===== config.mk =====
export PLATFORM = sky130hd
export DESIGN_NAME = board_render_seq
export DESIGN_NICKNAME = d
export VERILOG_FILES = /design/src/rtl/board_render_seq_pkg.sv /design/src/rtl/board_render_seq_grid_cursor.sv /design/src/rtl/board_render_seq.sv
export SDC_FILE = /design/constraint.sdc
export NUM_CORES = 1
export LEC_CHECK = 0
export CORE_UTILIZATION = 45
export CTS_BUF_LIST = sky130_fd_sc_hd__clkbuf_4 sky130_fd_sc_hd__clkbuf_8 sky130_fd_sc_hd__clkbuf_16
export DETAILED_ROUTE_END_ITERATION = 10
export DONT_BUFFER_PORTS = 1
export PLACE_DENSITY = 0.58
export SETUP_SLACK_MARGIN = 0.4
export SLEW_MARGIN = 10
export SYNTH_ARGS = -nofsm -noshare
export SYNTH_HDL_FRONTEND = slang
export SYNTH_SLANG_ARGS = --single-unit
export TNS_END_PERCENT = 30

===== constraint.sdc =====
create_clock -name clk -period 2.9 [get_ports clk]
set_clock_uncertainty 0.05 [all_clocks]
set_input_delay 0.29 -clock clk [delete_from_list [all_inputs] [get_ports clk]]
set_output_delay 0.29 -clock clk [all_outputs]
set_load 0.05 [all_outputs]

===== src/rtl/board_render_seq_pkg.sv =====
// Shared definitions for the board redraw sequencer: cell codes, FSM state
// encoding, screen coordinate widths and a small cell-code helper.
package board_render_seq_pkg;

    localparam int X_W = 9;
    localparam int Y_W = 8;

    typedef enum logic [1:0] {
        CELL_EMPTY  = 2'd0,
        CELL_BLACK  = 2'd1,
        CELL_WHITE  = 2'd2,
        CELL_CURSOR = 2'd3
    } cell_code_e;

    typedef enum logic [2:0] {
        ST_IDLE        = 3'd0,
        ST_FETCH       = 3'd1,
        ST_FETCH_WAIT  = 3'd2,
        ST_LATCH       = 3'd3,
        ST_START       = 3'd4,
        ST_WAIT_RENDER = 3'd5,
        ST_NEXT        = 3'd6,
        ST_DONE        = 3'd7
    } seq_state_e;

    function automatic logic is_empty(input logic [1:0] code);
        return (code == CELL_EMPTY);
    endfunction

endpackage


===== src/rtl/board_render_seq_grid_cursor.sv =====
// Row-major cell walker: col/row counters with accumulated screen origin and
// board RAM address, so no multiplier is needed.
module board_render_seq_grid_cursor
    import board_render_seq_pkg::*;
#(
    parameter int COLS     = 8,
    parameter int ROWS     = 8,
    parameter int CELL_W   = 28,
    parameter int CELL_H   = 28,
    parameter int ORIGIN_X = 0,
    parameter int ORIGIN_Y = 0,
    parameter int ADDR_B   = 6
) (
    input  logic              clk,
    input  logic              resetn,
    input  logic              rewind,
    input  logic              step,
    output logic [X_W-1:0]    base_x,
    output logic [Y_W-1:0]    base_y,
    output logic [ADDR_B-1:0] address,
    output logic              last
);

    localparam int CW = (COLS > 1) ? $clog2(COLS) : 1;
    localparam int RW = (ROWS > 1) ? $clog2(ROWS) : 1;

    logic [CW-1:0]     col_r;
    logic [RW-1:0]     row_r;
    logic [X_W-1:0]    base_x_r;
    logic [Y_W-1:0]    base_y_r;
    logic [ADDR_B-1:0] address_r;
    logic              col_end_s;
    logic              last_s;

    assign col_end_s = (col_r == CW'(COLS - 1));
    assign last_s    = col_end_s && (row_r == RW'(ROWS - 1));

    // Counter/accumulator update; the last cell wraps everything back to the origin.
    always_ff @(posedge clk or negedge resetn) begin
        if (!resetn) begin
            col_r     <= '0;
            row_r     <= '0;
            base_x_r  <= X_W'(ORIGIN_X);
            base_y_r  <= Y_W'(ORIGIN_Y);
            address_r <= '0;
        end else if (rewind || (step && last_s)) begin
            col_r     <= '0;
            row_r     <= '0;
            base_x_r  <= X_W'(ORIGIN_X);
            base_y_r  <= Y_W'(ORIGIN_Y);
            address_r <= '0;
        end else if (step && col_end_s) begin
            col_r     <= '0;
            row_r     <= row_r + RW'(1);
            base_x_r  <= X_W'(ORIGIN_X);
            base_y_r  <= base_y_r + Y_W'(CELL_H);
            address_r <= address_r + ADDR_B'(1);
        end else if (step) begin
            col_r     <= col_r + CW'(1);
            base_x_r  <= base_x_r + X_W'(CELL_W);
            address_r <= address_r + ADDR_B'(1);
        end else begin
            col_r     <= col_r;
            row_r     <= row_r;
            base_x_r  <= base_x_r;
            base_y_r  <= base_y_r;
            address_r <= address_r;
        end
    end

    assign base_x  = base_x_r;
    assign base_y  = base_y_r;
    assign address = address_r;
    assign last    = last_s;

endmodule


===== src/rtl/board_render_seq.sv =====
// Redraw sequencer: walks the board, fetches each cell code from sync RAM and
// issues one start_render/render_complete handshake per non-empty cell.
module board_render_seq
    import board_render_seq_pkg::*;
#(
    parameter int COLS       = 8,
    parameter int ROWS       = 8,
    parameter int CELL_W     = 28,
    parameter int CELL_H     = 28,
    parameter int ORIGIN_X   = 0,
    parameter int ORIGIN_Y   = 0,
    parameter int ADDR_B     = 6,
    parameter int SKIP_EMPTY = 1
) (
    input  logic              clk,
    input  logic              resetn,
    input  logic              redraw,
    output logic [ADDR_B-1:0] board_address,
    input  logic [1:0]        board_data,
    output logic [1:0]        pic_sel,
    output logic [8:0]        base_x,
    output logic [7:0]        base_y,
    output logic              start_render,
    input  logic              render_complete,
    output logic              busy,
    output logic              done
);

    seq_state_e state_r;
    seq_state_e state_s;
    logic       pending_r;
    logic       pending_clr_s;
    logic       rewind_s;
    logic       step_s;
    logic       last_s;
    logic [1:0] pic_sel_r;
    logic       start_render_r;
    logic       busy_r;
    logic       done_r;

    board_render_seq_grid_cursor #(
        .COLS     (COLS),
        .ROWS     (ROWS),
        .CELL_W   (CELL_W),
        .CELL_H   (CELL_H),
        .ORIGIN_X (ORIGIN_X),
        .ORIGIN_Y (ORIGIN_Y),
        .ADDR_B   (ADDR_B)
    ) u_cursor (
        .clk     (clk),
        .resetn  (resetn),
        .rewind  (rewind_s),
        .step    (step_s),
        .base_x  (base_x),
        .base_y  (base_y),
        .address (board_address),
        .last    (last_s)
    );

    // Next-state and cursor control.
    always_comb begin
        state_s       = state_r;
        rewind_s      = 1'b0;
        step_s        = 1'b0;
        pending_clr_s = 1'b0;
        case (state_r)
            ST_IDLE: begin
                if (redraw) begin
                    state_s  = ST_FETCH;
                    rewind_s = 1'b1;
                end else begin
                    state_s = ST_IDLE;
                end
            end
            ST_FETCH:      state_s = ST_FETCH_WAIT;
            ST_FETCH_WAIT: state_s = ST_LATCH;
            ST_LATCH: begin
                if ((SKIP_EMPTY != 0) && is_empty(pic_sel_r)) begin
                    state_s = ST_NEXT;
                end else begin
                    state_s = ST_START;
                end
            end
            ST_START:      state_s = ST_WAIT_RENDER;
            ST_WAIT_RENDER: begin
                if (render_complete) begin
                    state_s = ST_NEXT;
                end else begin
                    state_s = ST_WAIT_RENDER;
                end
            end
            ST_NEXT: begin
                step_s = 1'b1;
                if (last_s) begin
                    state_s = ST_DONE;
                end else begin
                    state_s = ST_FETCH;
                end
            end
            ST_DONE: begin
                // A request arriving in this very cycle is honoured like a pending one.
                if (pending_r || redraw) begin
                    state_s       = ST_FETCH;
                    rewind_s      = 1'b1;
                    pending_clr_s = 1'b1;
                end else begin
                    state_s = ST_IDLE;
                end
            end
            default: state_s = ST_IDLE;
        endcase
    end

    // State, pending flag and registered renderer-facing outputs.
    always_ff @(posedge clk or negedge resetn) begin
        if (!resetn) begin
            state_r        <= ST_IDLE;
            pending_r      <= 1'b0;
            pic_sel_r      <= 2'd0;
            start_render_r <= 1'b0;
            busy_r         <= 1'b0;
            done_r         <= 1'b0;
        end else begin
            state_r        <= state_s;
            start_render_r <= (state_s == ST_START);
            busy_r         <= (state_s != ST_IDLE);
            done_r         <= (state_s == ST_DONE);
            if (pending_clr_s) begin
                pending_r <= 1'b0;
            end else if (redraw && (state_r != ST_IDLE)) begin
                pending_r <= 1'b1;
            end else begin
                pending_r <= pending_r;
            end
            if (state_r == ST_FETCH_WAIT) begin
                pic_sel_r <= board_data;
            end else begin
                pic_sel_r <= pic_sel_r;
            end
        end
    end

    assign pic_sel      = pic_sel_r;
    assign start_render = start_render_r;
    assign busy         = busy_r;
    assign done         = done_r;

endmodule


Word level (Yosys, flattened, before mapping) --
Index checks and enable logic that the tools add are counted. W data, S select, Z words.
Word-level totals: register bits 38, bits of input ports 6, output and inout port bits 28, logic and storage cells 66
Operators by class: add/subtract/negate cells 5, equality and inequality tests 11, muxes and demuxes 26, reductions and logical operators 13
Operators with widths (number):
- $mux W9 | 3
- $eq A3 B3 Y1 const B | 8
- $pmux W3 S8 | 1
- $mux W3 | 6
- $mux W6 | 3
- $mux W8 | 2
- $add A9 B5 Y9 const B | 1
- $reduce_bool A3 Y1 | 3
- $add A8 B5 Y8 const B | 1
- $mux W1 | 8
- $add A3 B1 Y3 const B | 2
- $add A6 B1 Y6 const B | 1
- $eq A3 B2 Y1 const B | 2
- $logic_and A1 B1 Y1 | 4
- $mux W2 | 2
- $reduce_bool A2 Y1 | 2
- $eq A3 B1 Y1 const B | 1
- $logic_not A3 Y1 | 1
- $logic_not A2 Y1 | 1
- $logic_or A1 B1 Y1 | 2
- $pmux W1 S2 | 1

Logic depth before layout (Yosys ltp) --
Gate-level depths: netlist (run 1).
depth after elaboration 5, depth in mapped cells 7, gate-level depth less buffers 6

By module --
A second synthesis (run 1) with hierarchy kept.
Unflattened totals: cell total of the unflattened synthesis 175, area total of the unflattened synthesis 1746.7 µm²
By module, submodules not included:
- board_render_seq_grid_cursor | times used 1, cells an instance 136, area an instance 1323.8 µm², sequential area each 625.6 µm²
- board_render_seq | times used 1, cells an instance 39, area an instance 422.9 µm², sequential area each 225.2 µm²

Worst setup path after synthesis (run 1) --
OpenSTA, ideal clock, no wires.
path kind reg2reg, start register u_cursor.base_x_r[2], in the netlist u_cursor.base_x[2], end register u_cursor.base_x_r[8], in the netlist u_cursor.base_x[8], library setup time 0.121 ns, arrival time 1.565 ns, data required time 2.729 ns, slack 1.164 ns, stages on the path, launching flop included 7, buffers on the path 0, clock period less this slack 1.736 ns, path through dfrtp_1 inv_1 ha_1 nand2b_1 nand4_1 xnor2_1 a22o_1
On the way: cells in the longest elaborated chain, start to end 4
Ends and longest elaborated chain:
- from (decl) | RTL line board_render_seq_grid_cursor.sv:29 | logic [X_W-1:0] base_x_r;
- from (signal assigned) | RTL line board_render_seq_grid_cursor.sv:43 | base_x_r <= X_W'(ORIGIN_X);
- from (signal assigned) | RTL line board_render_seq_grid_cursor.sv:49 | base_x_r <= X_W'(ORIGIN_X);
- from (signal assigned) | RTL line board_render_seq_grid_cursor.sv:55 | base_x_r <= X_W'(ORIGIN_X);
- $add A9 B5 Y9 | RTL line board_render_seq_grid_cursor.sv:60 | base_x_r <= base_x_r + X_W'(CELL_W);
- $mux W9 | RTL line board_render_seq_grid_cursor.sv:58 | end else if (step) begin
- $mux W9 | RTL line board_render_seq_grid_cursor.sv:52 | end else if (step && col_end_s) begin
- $mux W9 | RTL line board_render_seq_grid_cursor.sv:46 | end else if (rewind || (step && last_s)) begin
No other way between the ends. The select of a mux whose other input is x is not followed. A chain may end at the register's enable or synchronous reset.

Final worst setup path (run 1) --
start register u_cursor.col_r[0], end register u_cursor.base_y_r[5], in the netlist u_cursor.base_y[5]
On the way: cells in the longest elaborated chain, start to end 5, elaborated cells between the ends (all ways) 7, classes of those cells eq/ne (1); mux (1); reduce/logical (5)
Ends and longest elaborated chain:
- from (decl) | RTL line board_render_seq_grid_cursor.sv:27 | logic [CW-1:0] col_r;
- from (signal assigned) | RTL line board_render_seq_grid_cursor.sv:59 | col_r <= col_r + CW'(1);
- from (signal assigned) | RTL line board_render_seq_grid_cursor.sv:63 | col_r <= col_r;
- $eq A3 B3 Y1 (*) | RTL line board_render_seq_grid_cursor.sv:35 | assign col_end_s = (col_r == CW'(COLS - 1));
- $logic_and A1 B1 Y1 | RTL line board_render_seq_grid_cursor.sv:36 | assign last_s = col_end_s && (row_r == RW'(ROWS - 1));
- $logic_and A1 B1 Y1 | RTL line board_render_seq_grid_cursor.sv:46
- $logic_or A1 B1 Y1 | RTL line board_render_seq_grid_cursor.sv:46
- $mux W8 / $reduce_bool A2 Y1 (equally long branches)
- to (signal assigned) | RTL line board_render_seq_grid_cursor.sv:44 | base_y_r <= Y_W'(ORIGIN_Y);
- to (signal assigned) | RTL line board_render_seq_grid_cursor.sv:50 | base_y_r <= Y_W'(ORIGIN_Y);
- to (signal assigned) | RTL line board_render_seq_grid_cursor.sv:56 | base_y_r <= base_y_r + Y_W'(CELL_H);
- to (decl) | RTL line board_render_seq_grid_cursor.sv:30 | logic [Y_W-1:0] base_y_r;
Mark *: on every way between the ends. The rest lies on a longest branch, timed or not.

==> metrics.log, run 1 <==
[metrics] result of the run: finished, final reports clean
[metrics] syn_area_per_cell: 10.2 um^2
[metrics] clock root buffer: sky130_fd_sc_hd__clkbuf_8
[metrics] clk sink count: 34
[metrics] Die Outline Area: 0.00422 mm^2
[metrics] average via count per standard cell: 5.55
[metrics] leakage dissipation: 0.926 nW
[metrics] worst setup path class: reg2reg
[metrics] # nets final: about 190
[metrics] unrepaired setup endpoints after global routing: no
[metrics] r2r endpoint: u_cursor.base_y[5]
[metrics] GRT overflow: 0
[metrics] Final Hold Fails: 0
[metrics] effective utilization at floorplan: 0.477
[metrics] number of design rule violations left after detail routing: 0
[metrics] fill cell count: approximately 360
[metrics] worst slack at placement: ~1000 ps
[metrics] routability congestion estimate: 0.736
[metrics] origin of the worst min-delay path: board_data[1]
[metrics] fraction of post-synthesis cell area in the top cell type by area: 0.477
[metrics] warning count from the yosys run: 0
[metrics] required arrival time at the worst endpoint: 3060 ps
[metrics] worst hold-check path type: in2reg
[metrics] overall die width: 65.0 um
[metrics] Critical Path Sink Type: flop
[metrics] number of register bits inferred by synthesis: 34
[metrics] fraction of layout cells with a size suffix above 1: 0.114
[metrics] depth of the CTS H-tree: 2
[metrics] setup slack after layout: about 1000 ps
[metrics] TritonCTS Buffers: 5
[metrics] Mapped Area: 0.00178 mm^2
[metrics] Slew @ Worst Pin: 596 ps
[metrics] worst relative slew slack: 0.602
[metrics] cell type with the highest occurrence count on the critical path: sky130_fd_sc_hd__ha_1
[metrics] Clock Tree Buf Depth: 2
[metrics] number of cells on the worst reg-to-reg path: 5
[metrics] Core Rows: 22
[metrics] maximum fanout along the worst path: 15
[metrics] post-detailed-route count of antenna-violating nets: 0
[metrics] HPWL after detailed placement: around 2.2 mm
[metrics] number of iterations in the first detailed-routing pass: 4
[metrics] Hold Path Depth: 1
[metrics] share of flip-flops with an asynchronous set or reset: 1.00
[metrics] number of slew-limit violations in the final report: 0
[metrics] CTS tree: yes
[metrics] number of enable flip-flop cells after synthesis: 0
[metrics] part of the Yosys area used for sequential elements: 0.477
[metrics] detailed-route wire length: 3.25 mm
[metrics] Top-Level Pins: 34
[metrics] height of the chip: approximately 65 um
[metrics] max-cap check violation count: 0
[metrics] 1st-iter DRT viols: 60
[metrics] Synth area leader: sky130_fd_sc_hd__dfrtp_1
[metrics] kind of cell with the highest combined delay on the critical path: simple AND/OR/NAND/NOR gates
[metrics] Slowest Stage Delay on Critical Path: 530 ps
[metrics] FF-to-FF setup slack: 1000 ps
[metrics] clock input transition at the sequential cells of the worst setup and hold paths: 70 ps
[metrics] count of inserted antenna diode cells: 0
[metrics] Routed wire per std cell: 14.5 um
[metrics] leading cell types by total area after synthesis: sky130_fd_sc_hd__dfrtp_1, sky130_fd_sc_hd__ha_1, sky130_fd_sc_hd__a21oi_1, sky130_fd_sc_hd__nor2_1, sky130_fd_sc_hd__nand2b_1
[metrics] clk_lat worst skew: 290 ps
[metrics] most common flop cell mapped by yosys: sky130_fd_sc_hd__dfrtp_1
[metrics] vias in the first global route: 1,240
[metrics] first-pass GRT wire length: 5.69 mm
[metrics] GRT Resource Usage Total: 0.180
[metrics] total power of the final layout: 1.93 mW
[metrics] Finish-stage setup viols: 0
[metrics] number of vias after detailed routing: between 1k and 1.5k
[metrics] Worst path slowest cell: sky130_fd_sc_hd__or4_1
[metrics] kind of start point of the critical path: flop
[metrics] end point of the most critical hold path: pic_sel[1]
[metrics] antenna violations before repair: 0
[metrics] part of the cycle the worst path needs: 0.656
[metrics] arrival time of the worst setup path: roughly 2100 ps
[metrics] total core area: 0.00374 mm^2
[metrics] chain of cells forming the critical path: ha_1 > ha_1 > nand4b_4 > or4_1 > a31oi_1
[metrics] total negative slack for setup checks: 0 ps
[metrics] final critical-path required period: ~1900 ps
[metrics] buffer and inverter count on the worst path: 0
[metrics] synthesis-to-layout area growth: 6.24%
[metrics] number of port buffers: 0
[metrics] Hold Slack: 106 ps
[metrics] peak supply drop: 0.000538 V
[metrics] Mapped Cells: about 180
[metrics] total power density per cell area: between 1000 and 1500 mW/mm^2
[metrics] number of library cell types mapped by synthesis: 45
[metrics] fin util: 0.506
[metrics] maximum number of pins on one net before global-route repair: 35
[metrics] Highest Clock Rate: roughly 0.53 GHz
[metrics] startpoint of the worst-slack reg-to-reg timing path: u_cursor.col_r[0]
==> through the flow <==
step | cell area [um^2] | instances
6_report | 1900 | 224
5_1_grt | 1900 | 224
4_1_cts | 1900 | 224
3_5_place_dp | 1770 | 214
2_1_floorplan | 1800 | 178
3_3_place_gp | 1770 | 214
==> sequential cells by signal, indices dropped and copies added, names as in the netlist <==
signal / cells
busy: 1
u_cursor.col_r: 3
u_cursor.base_x: 7
pic_sel: 2
done: 1
state_r: 3
u_cursor.base_y: 6
u_cursor.row_r: 3
start_render: 1
u_cursor.address: 6
pending_r: 1
==> cells by family (layout without fill, tap and decap cells) <==
kind of cell / Yosys count / in the layout / synth area share
other: 1 / 4 / 0.00210
adder cells (fa/ha/maj): 7 / 7 / 0.0491
XOR/XNOR: 9 / 9 / 0.0442
multiplexers: 5 / 5 / 0.0302
buffers and inverters: 20 / 18 / 0.0645
AO/OA/AOI/OAI: 33 / 33 / 0.116
AND/OR/NAND/NOR: 66 / 66 / 0.217
flip-flops: 34 / 34 / 0.477
==> metal layers <==
metal	routed length, um	track usage	vias up	share of wire
li1	-	-	608	-
met1	1550	0.225	607	0.48
met2	1500	0.276	22	0.46
met3	140	0.0616	7	0.043
met4	61	0.0833	0	0.019
met5	0	0	-	0
==> cells in the final DEF, fill, tap and decap left out, types with 4 or more instances in the layout <==
master / count
sky130_fd_sc_hd__a21oi_1: 12
sky130_fd_sc_hd__a31oi_1: 4
sky130_fd_sc_hd__clkbuf_8: 6
sky130_fd_sc_hd__conb_1: 4
sky130_fd_sc_hd__dfrtp_1: 34
sky130_fd_sc_hd__ha_1: 7
sky130_fd_sc_hd__inv_1: 8
sky130_fd_sc_hd__nand2_1: 10
sky130_fd_sc_hd__nand2b_1: 7
sky130_fd_sc_hd__nand3_1: 4
sky130_fd_sc_hd__nand4_1: 4
sky130_fd_sc_hd__nor2_1: 15
sky130_fd_sc_hd__nor3_1: 5
sky130_fd_sc_hd__nor3b_1: 4
sky130_fd_sc_hd__o21ai_0: 6
sky130_fd_sc_hd__xnor2_1: 4
sky130_fd_sc_hd__xor2_1: 5
==> report_power, final <==
group / internal [mW] / leakage [nW] / total, mW / switching (mW)
Combinational: 0.239 / 0.431 / 0.524 / 0.285
Clock: 0.201 / 0.0517 / 0.370 / 0.169
Sequential: 0.585 / 0.444 / 1.04 / 0.454
Total: 1.03 / 0.926 / 1.93 / 0.908
==> Yosys cell counts (2+ instances only) <==
| master | number |
|---|---|
| sky130_fd_sc_hd__a21oi_1 | 12 |
| sky130_fd_sc_hd__a22o_1 | 3 |
| sky130_fd_sc_hd__a31oi_1 | 4 |
| sky130_fd_sc_hd__and3_1 | 2 |
| sky130_fd_sc_hd__buf_2 | 2 |
| sky130_fd_sc_hd__buf_4 | 4 |
| sky130_fd_sc_hd__buf_6 | 3 |
| sky130_fd_sc_hd__clkbuf_1 | 3 |
| sky130_fd_sc_hd__dfrtp_1 | 34 |
| sky130_fd_sc_hd__ha_1 | 7 |
| sky130_fd_sc_hd__inv_1 | 8 |
| sky130_fd_sc_hd__mux2_2 | 3 |
| sky130_fd_sc_hd__mux2i_1 | 2 |
| sky130_fd_sc_hd__nand2_1 | 10 |
| sky130_fd_sc_hd__nand2b_1 | 7 |
| sky130_fd_sc_hd__nand3_1 | 4 |
| sky130_fd_sc_hd__nand4_1 | 4 |
| sky130_fd_sc_hd__nor2_1 | 15 |
| sky130_fd_sc_hd__nor3_1 | 5 |
| sky130_fd_sc_hd__nor3b_1 | 4 |
| sky130_fd_sc_hd__o21ai_0 | 6 |
| sky130_fd_sc_hd__o22ai_1 | 2 |
| sky130_fd_sc_hd__or2_2 | 2 |
| sky130_fd_sc_hd__xnor2_1 | 4 |
| sky130_fd_sc_hd__xor2_1 | 5 |
==> worst max-delay path by stage <==
stage,startpoint,cells past startpoint,to,slack [ps]
after floorplan,u_cursor.base_x[2],6,u_cursor.base_x[8],1160
final,u_cursor.col_r[0],5,u_cursor.base_y[5],1000
after CTS,u_cursor.col_r[0],5,u_cursor.base_y[5],1000
after detailed placement,u_cursor.col_r[0],6,u_cursor.base_y[7],1010
after global placement,u_cursor.base_x[2],6,u_cursor.base_x[8],1080
after global routing,u_cursor.col_r[0],5,u_cursor.base_y[5],840
==> what timing repair did <==
item | 4_1_cts | 5_1_grt
setup buffers | 0 | 0
resized for setup | 0 | 0
hold buffers | 2 | 0
hold endpoints to repair | 34 | 0
==> cell type report <==
cell class                      count  area [um^2]  share of cell area
Sequential cell                    34          851               0.449
Multi-Input combinational cell    124          830               0.438
Clock buffer                        7         90.1              0.0475
Tap cell                           48         60.1              0.0317
Timing Repair Buffer                2         30.0              0.0158
Inverter                            8         30.0              0.0158
Clock inverter                      1         5.00             0.00264
No activity file was read; power rests on OpenSTA's default activity.
==> run 2, diff against run 1 <==
Settings changed: ABC_AREA from default to 1.
Clock period 2.9 ns to 1.8 ns, I/O delays scaled along.
==> run 2 against run 1 <==
Compared with the run above: maximum frequency rose by 23%; wire length rose by 20%; total power is 76% higher; worst hold slack worse by 88 ps; die area is 1.2% higher; cell area rose by 22%; clock power is 54% higher; final cell count grew 32%; utilization up 11 points; sequential power rose by 23%; register-to-register slack worse by 740 ps; sequential cell count did not move.
==> metrics.log, run 2 <==
[metrics] maximum fanout along the worst path: 3 (-12)
[metrics] number of design rule violations left after detail routing: 0 (unchanged)
[metrics] maximum number of pins on one net before global-route repair: 35 (unchanged)
[metrics] Critical Path Sink Type: flop
[metrics] fraction of layout cells with a size suffix above 1: 0.359 (+0.245)
[metrics] most common cell after layout, fill and taps aside: sky130_fd_sc_hd__nand2_1
[metrics] Die Outline Area: 0.00427 mm^2 (+1.2%)
[metrics] result of the run: finished, final reports clean
[metrics] buffer and inverter count on the worst path: 1 (+1)
[metrics] clock root buffer: sky130_fd_sc_hd__clkbuf_8
[metrics] clk_lat worst skew: 270 ps (-20 ps)
[metrics] warning count from the yosys run: 0 (unchanged)
[metrics] # nets final: 261 (+39%)
[metrics] Largest register FFs: 7 (unchanged)
[metrics] r2r endpoint: start_render
[metrics] end point of the most critical hold path: pending_r
[metrics] setup slack after layout: 257 ps (-739 ps)
[metrics] number of cells on the worst reg-to-reg path: 9 (+4)
[metrics] startpoint of the worst-slack reg-to-reg timing path: u_cursor.row_r[0]
[metrics] Mapped Area: 0.00181 mm^2 (+1.2%)
[metrics] syn_area_per_cell: 8.40 um^2 (-18%)
[metrics] Mapped Cells: 215 (+23%)
[metrics] arrival time of the worst setup path: 1690 ps (-370 ps)
[metrics] max-cap check violation count: 0 (unchanged)
[metrics] effective utilization at floorplan: 0.482 (+0.00568)
[metrics] post-route non-filler standard cell count: 296 (+32%)
[metrics] FF-to-FF setup slack: 260 ps (-740 ps)
[metrics] share of flip-flops with an asynchronous set or reset: 1.00 (unchanged)
[metrics] average via count per standard cell: 5.09 (-8.3%)
[metrics] synthesized-area fraction occupied by xor and xnor cells: 0.00485 (-0.0393)
[metrics] unrepaired setup endpoints after global routing: yes
[metrics] Hold Path Depth: 2 (+1)
[metrics] part of the Yosys area used for sequential elements: 0.471 (-0.00562)
[metrics] post-detailed-route count of antenna-violating nets: 0 (unchanged)
[metrics] number of iterations in the first detailed-routing pass: 4 (unchanged)
[metrics] Worst path slowest cell: sky130_fd_sc_hd__dfrtp_1
[metrics] Top-Level Pins: 34 (unchanged)
[metrics] Slowest Stage Delay on Critical Path: 410 ps (-120 ps)
[metrics] depth of the CTS H-tree: 2 (unchanged)
[metrics] synthesis-to-layout area growth: 27.7%
[metrics] antenna violations before repair: 0 (unchanged)
[metrics] height of the chip: 65.3 um (+0.58%)
[metrics] worst slack at placement: 124 ps (-886 ps)
[metrics] peak supply drop: 0.000664 V (+23%)
[metrics] worst hold-check path type: in2reg
[metrics] Routed wire per std cell: 13.1 um (-9.6%)
[metrics] number of port buffers: 0 (unchanged)
[metrics] number of enable flip-flop cells after synthesis: 0 (unchanged)
[metrics] GRT Resource Usage Total: 0.204 (+0.0240)
[metrics] basic-gate share of the synthesized area counting and, or, nand and nor cells: 0.321 (+0.103)
[metrics] Finish-stage setup viols: 0 (unchanged)
[metrics] leakage dissipation: 1.16 nW (+25%)
[metrics] number of vias after detailed routing: 1,508 (+21%)
[metrics] total power density per cell area: 1470 mW/mm^2 (+45%)
[metrics] Synth area leader: sky130_fd_sc_hd__dfrtp_1
[metrics] total core area: 0.00374 mm^2 (unchanged)
[metrics] leading cell types in the layout, fill and taps excluded: sky130_fd_sc_hd__nand2_1, sky130_fd_sc_hd__dfrtp_1, sky130_fd_sc_hd__nor2_1
[metrics] clock input transition at the sequential cells of the worst setup and hold paths: 60 ps (about the same)
[metrics] count of inserted antenna diode cells: 0 (unchanged)
[metrics] Slew @ Worst Pin: 566 ps (-30.5 ps)
[metrics] overall die width: 65.3 um (+0.58%)
[metrics] Hold Slack: 18.3 ps (-88.0 ps)
[metrics] origin of the worst min-delay path: redraw
[metrics] worst relative slew slack: 0.623 (+0.0203)
[metrics] 1st-iter DRT viols: 123 (+110%)
[metrics] largest family of logic cells by synthesized area: simple AND/OR/NAND/NOR gates
[metrics] Highest Clock Rate: 0.648 GHz (+23%)
[metrics] routability congestion estimate: 0.819 (+11%)
[metrics] Post-synth top cells: sky130_fd_sc_hd__nand2_1, sky130_fd_sc_hd__dfrtp_1, sky130_fd_sc_hd__nor2_1
[metrics] kind of start point of the critical path: flop
[metrics] fraction of post-synthesis cell area in the top cell type by area: 0.471 (-0.00562)
[metrics] number of cells in the design after placement: 275 (+29%)
[metrics] total negative slack for setup checks: 0 ps (unchanged)
[metrics] most common flop cell mapped by yosys: sky130_fd_sc_hd__dfrtp_1
[metrics] post-synthesis share of cell area spent on full adders, half adders and majority gates: 0.0485 (-0.000578)
[metrics] CTS tree: yes
[metrics] Final Hold Fails: 0 (unchanged)
[metrics] HPWL after detailed placement: 2.64 mm (+18%)
[metrics] multiplexer fraction of the synthesized cell area: 0.0125 (-0.0177)
[metrics] number of slew-limit violations in the final report: 0 (unchanged)
[metrics] kind of cell with the highest combined delay on the critical path: simple AND/OR/NAND/NOR gates
[metrics] required arrival time at the worst endpoint: 1950 ps (-1110 ps)
[metrics] final critical-path required period: 1540 ps (-361 ps)
[metrics] GRT overflow: 0 (unchanged)
[metrics] part of the cycle the worst path needs: 0.857 (+0.201)
[metrics] Clock Tree Buf Depth: 2 (unchanged)
[metrics] leading cell types by total area after synthesis: sky130_fd_sc_hd__dfrtp_1, sky130_fd_sc_hd__nand2_1, sky130_fd_sc_hd__nor2_1, sky130_fd_sc_hd__ha_1, sky130_fd_sc_hd__nand3_1
[metrics] Core Rows: 22 (unchanged)
[metrics] most numerous cell in the Yosys netlist: sky130_fd_sc_hd__nand2_1
[metrics] detailed-route wire length: 3.88 mm (+20%)
[metrics] clk sink count: 34 (unchanged)
[metrics] number of register bits inferred by synthesis: 34 (unchanged)
[metrics] number of library cell types mapped by synthesis: 28 (-38%)
[metrics] worst setup path class: reg2reg
[metrics] first-pass GRT wire length: 6.67 mm (+17%)
[metrics] vias in the first global route: 1,532 (+24%)
[metrics] cell type with the highest occurrence count on the critical path: sky130_fd_sc_hd__nand2_2
[metrics] Compound-Gate Fraction of Synth Area: 0.0672 (-0.0485)
[metrics] chain of cells forming the critical path: ha_1 > ha_2 > nand2_2 > inv_1 > nand3_2 > nand2_2 > nor2_4 > nand3_1 > nor2_1
[metrics] TritonCTS Buffers: 5 (unchanged)
-- run 2: logic make-up (layout without fill, tap and decap cells) --
| family | Yosys count | after routing |
|---|---|---|
| and+or+nand+nor | 120 | 120 |
| DFF | 34 | 34 |
| buffers and inverters | 28 | 58 |
| AOI/OAI and AO/OA | 22 | 22 |
| adders and majority gates | 7 | 7 |
| muxes | 2 | 2 |
| other | 1 | 4 |
| xor gates and xnor gates | 1 | 1 |
-- run 2: power by group --
group | leakage, nW | total [mW] | switching [mW] | internal, mW
logic | 0.677 | 1.55 | 1.01 | 0.543
clock network | 0.0477 | 0.569 | 0.251 | 0.318
registers | 0.436 | 1.28 | 0.327 | 0.949
-- run 2: how the worst max path moves through the flow --
| stage | startpoint | endpoint | cells after the start |
|---|---|---|---|
| 3_5_place_dp | u_cursor.col_r[0] | u_cursor.col_r[0] | 7 |
| 2_1_floorplan | u_cursor.base_y[2] | u_cursor.base_y[6] | 8 |
| 5_1_grt | u_cursor.col_r[0] | start_render | 9 |
| 4_1_cts | u_cursor.col_r[0] | u_cursor.base_x[7] | 8 |
| 3_3_place_gp | u_cursor.col_r[0] | u_cursor.row_r[0] | 8 |
| 6_report | u_cursor.row_r[0] | start_render | 9 |
-- run 2: cell type report --
| class | count | area, um^2 |
|---|---|---|
| clock buffer | 7 | 90.1 |
| sequential | 34 | 861 |
| fill | 338 | 1440 |
| timing repair buffer | 29 | 249 |
| inverter | 22 | 82.6 |
| tap | 48 | 60.1 |
| multi-input combinational | 156 | 962 |
-- run 2: per-stage QoR --
step,total power [mW],util,area [um^2]
6_report,3.40,0.616,2300
3_3_place_gp,2.58,0.526,1970
3_5_place_dp,2.62,0.526,1970
4_1_cts,3.30,0.581,2180
5_1_grt,3.63,0.616,2300
2_1_floorplan,2.32,-,1850
-- run 2: repair_timing --
action                                  in CTS  in global routing
pin swaps                                    3                  6
gates resized for setup                      6                 31
setup buffers                                7                  3
endpoints found under the setup margin      29                 29
hold endpoints to repair                    36                  0
hold buffers                                 4                  0
-- run 2: metal layers --
layer	GRT usage	vias to the layer above	wire (um)
li1	-	751	-
met1	0.256	722	1770
met2	0.336	33	1930
met3	0.0538	2	166
met4	0.0707	0	21
met5	0	-	0
==> run 3, diff against run 2 <==
Settings changed: RECOVER_POWER from default to 25.
==> run 3 against run 2 <==
Compared with the run above: utilization decreased by 0.40 points; highest routed layer unchanged; largest power group unchanged; die area unchanged; sequential cell count stayed put; clock-buffer cell count did not move; critical endpoint unchanged; global-route usage unchanged.
==> metrics.log, run 3 (synthesis gave the netlist of run 2 again) <==
[metrics] Routed wire per std cell: 13.1 um (about the same)
[metrics] routability congestion estimate: 0.819 (unchanged)
[metrics] number of cells on the worst reg-to-reg path: 9 (unchanged)
[metrics] cell-internal power: 1.81 mW (-0.21%)
[metrics] number of slew-limit violations in the final report: 0 (unchanged)
[metrics] total stage count of the critical path: 9 (unchanged)
[metrics] fraction of power spent switching nets: 0.467 (about the same)
[metrics] number of design rule violations left after detail routing: 0 (unchanged)
[metrics] Slowest Stage Delay on Critical Path: 410 ps (about the same)
[metrics] maximum fanout along the worst path: 3 (unchanged)
[metrics] number of vias after detailed routing: 1,508 (unchanged)
[metrics] Clk pwr share: 0.168 (about the same)
[metrics] height of the chip: 65.3 um (unchanged)
[metrics] fraction of power consumed by combinational cells: 0.456 (about the same)
[metrics] unrepaired setup endpoints after global routing: yes
[metrics] HPWL after detailed placement: 2.64 mm (unchanged)
[metrics] Core Rows: 22 (unchanged)
[metrics] peak supply drop: 0.000664 V (about the same)
[metrics] CTS tree: yes
[metrics] r2r endpoint: start_render
[metrics] overall die width: 65.3 um (unchanged)
[metrics] total power density per cell area: 1480 mW/mm^2 (+0.51%)
[metrics] Final Hold Fails: 0 (unchanged)
[metrics] clock root buffer: sky130_fd_sc_hd__clkbuf_8
[metrics] depth of the CTS H-tree: 2 (unchanged)
[metrics] total negative slack for setup checks: 0 ps (unchanged)
[metrics] sequential cell area: 861 um^2 (unchanged)
[metrics] chain of cells forming the critical path: ha_1 > ha_2 > nand2_2 > inv_1 > nand3_2 > nand2_2 > nor2_4 > nand3_1 > nor2_1
[metrics] worst slack at placement: 124 ps (unchanged)
[metrics] clk_lat worst skew: 270 ps (about the same)
[metrics] detailed-route wire length: 3.88 mm (about the same)
[metrics] clock input transition at the sequential cells of the worst setup and hold paths: 60 ps (about the same)
[metrics] Psw: 1.59 mW (about the same)
[metrics] Worst path slowest cell: sky130_fd_sc_hd__dfrtp_1
[metrics] effective utilization at floorplan: 0.482 (unchanged)
[metrics] leakage dissipation: 1.16 nW (-0.45%)
[metrics] buffer and inverter count on the worst path: 1 (unchanged)
[metrics] synthesis-to-layout area growth: 26.8%
[metrics] average via count per standard cell: 5.09 (unchanged)
[metrics] GRT overflow: 0 (unchanged)
[metrics] TritonCTS Buffers: 5 (unchanged)
[metrics] # nets final: 261 (unchanged)
[metrics] number of port buffers: 0 (unchanged)
[metrics] fraction of layout cells with a size suffix above 1: 0.359 (unchanged)
[metrics] kind of cell with the highest combined delay on the critical path: simple AND/OR/NAND/NOR gates
[metrics] required arrival time at the worst endpoint: 1950 ps (about the same)
[metrics] worst setup path class: reg2reg
[metrics] area taken by multi-input logic gates: 962 um^2 (unchanged)
[metrics] kind of start point of the critical path: flop
[metrics] Critical path destination: start_render
[metrics] final critical-path required period: 1540 ps (-0.677 ps)
[metrics] 1st-iter DRT viols: 122 (-0.81%)
[metrics] max-cap check violation count: 0 (unchanged)
[metrics] cell type with the highest occurrence count on the critical path: sky130_fd_sc_hd__nand2_2
[metrics] total core area: 0.00374 mm^2 (unchanged)
[metrics] FF-to-FF setup slack: 260 ps (about the same)
[metrics] maximum number of pins on one net before global-route repair: 35 (unchanged)
[metrics] antenna violations before repair: 0 (unchanged)
[metrics] arrival time of the worst setup path: 1690 ps (about the same)
[metrics] first-pass GRT wire length: 6.67 mm (unchanged)
[metrics] worst hold-check path type: in2reg
[metrics] fill cell count: 340 (+0.59%)
[metrics] Die Outline Area: 0.00427 mm^2 (unchanged)
[metrics] first element of the critical path: u_cursor.row_r[0]
[metrics] Clock Tree Buf Depth: 2 (unchanged)
[metrics] Hold Slack: 18.3 ps (unchanged)
[metrics] Slew @ Worst Pin: 829 ps (+263 ps)
[metrics] clk sink count: 34 (unchanged)
[metrics] post-detailed-placement cell area: 0.00197 mm^2 (unchanged)
[metrics] worst relative slew slack: 0.448 (-0.175)
[metrics] number of iterations in the first detailed-routing pass: 4 (unchanged)
[metrics] count of inserted antenna diode cells: 0 (unchanged)
[metrics] power share of the sequential group: 0.376 (about the same)
[metrics] vias in the first global route: 1,532 (unchanged)
[metrics] Critical Path Sink Type: flop
[metrics] GRT Resource Usage Total: 0.204 (unchanged)
[metrics] startpoint of the worst-slack reg-to-reg timing path: u_cursor.row_r[0]
[metrics] Highest Clock Rate: 0.649 GHz (about the same)
[metrics] leading cell types in the layout, fill and taps excluded: sky130_fd_sc_hd__nand2_1, sky130_fd_sc_hd__dfrtp_1, sky130_fd_sc_hd__nor2_1
[metrics] Largest register FFs: 7 (unchanged)
[metrics] part of the cycle the worst path needs: 0.857 (about the same)
[metrics] summed area of non-filler cells in the final layout: 0.00229 mm^2 (-0.65%)
[metrics] most common cell after layout, fill and taps aside: sky130_fd_sc_hd__nand2_1
[metrics] result of the run: finished, final reports clean
[metrics] Top-Level Pins: 34 (unchanged)
[metrics] setup slack after layout: 258 ps (+0.677 ps)
[metrics] Finish-stage setup viols: 0 (unchanged)
[metrics] post-detailed-route count of antenna-violating nets: 0 (unchanged)
run 3: cell types whose count changed in the layout (fill, tap and decap cells not counted):
cell	delta
sky130_fd_sc_hd__buf_12	-1
sky130_fd_sc_hd__clkbuf_2	+1
run 3: repair_timing:
item / in CTS / in global routing
hold buffers: 4 / 0
hold endpoints to repair: 36 / 0
pin swaps: 3 / 6
buffers inserted: 7 / 3
gates resized for setup: 6 / 31
endpoints found under the setup margin: 29 / 29
run 3: routing by layer:
layer | global-route usage | vias to the layer above | part of all wire
met1 | 0.256 | 722 | 0.45
met4 | 0.0707 | 0 | 0.0054
met3 | 0.0538 | 2 | 0.043
met5 | 0 | - | 0
li1 | - | 751 | -
met2 | 0.336 | 33 | 0.50
run 3: final cells by class:
type | instances | share of cell area
repair buffers | 29 | 0.102
well taps | 48 | 0.0262
clock buffers | 7 | 0.0393
multi-input cells | 156 | 0.420
flip-flops and latches | 34 | 0.376
inverters | 22 | 0.0361
run 3: metrics by stage:
step	power, mW	util	std cells
after floorplan	2.32	-	218
after global placement	2.58	0.526	275
after detailed placement	2.62	0.526	275
after CTS	3.30	0.581	293
after global routing	3.63	0.612	296
final	3.39	0.612	296
run 3: worst min-delay path by stage:
stage / from / endpoint / slack [ps] / cells past startpoint
after global placement: resetn / state_r[0] / -160 / 0
final: redraw / pending_r / 20 / 2
after CTS: redraw / pending_r / 10 / 2
after detailed placement: resetn / state_r[0] / -160 / 0
after global routing: redraw / pending_r / 20 / 2
after floorplan: resetn / busy / -170 / 0
run 3: power by group through the flow:
stage               combinational [mW]  sequential, mW  clock [mW]
floorplan                        0.832            1.48           0
global placement                  1.31            1.27           0
detailed placement                1.34            1.28           0
CTS                               1.45            1.27       0.583
global route                      1.70            1.31       0.618
finish                            1.55            1.28       0.569
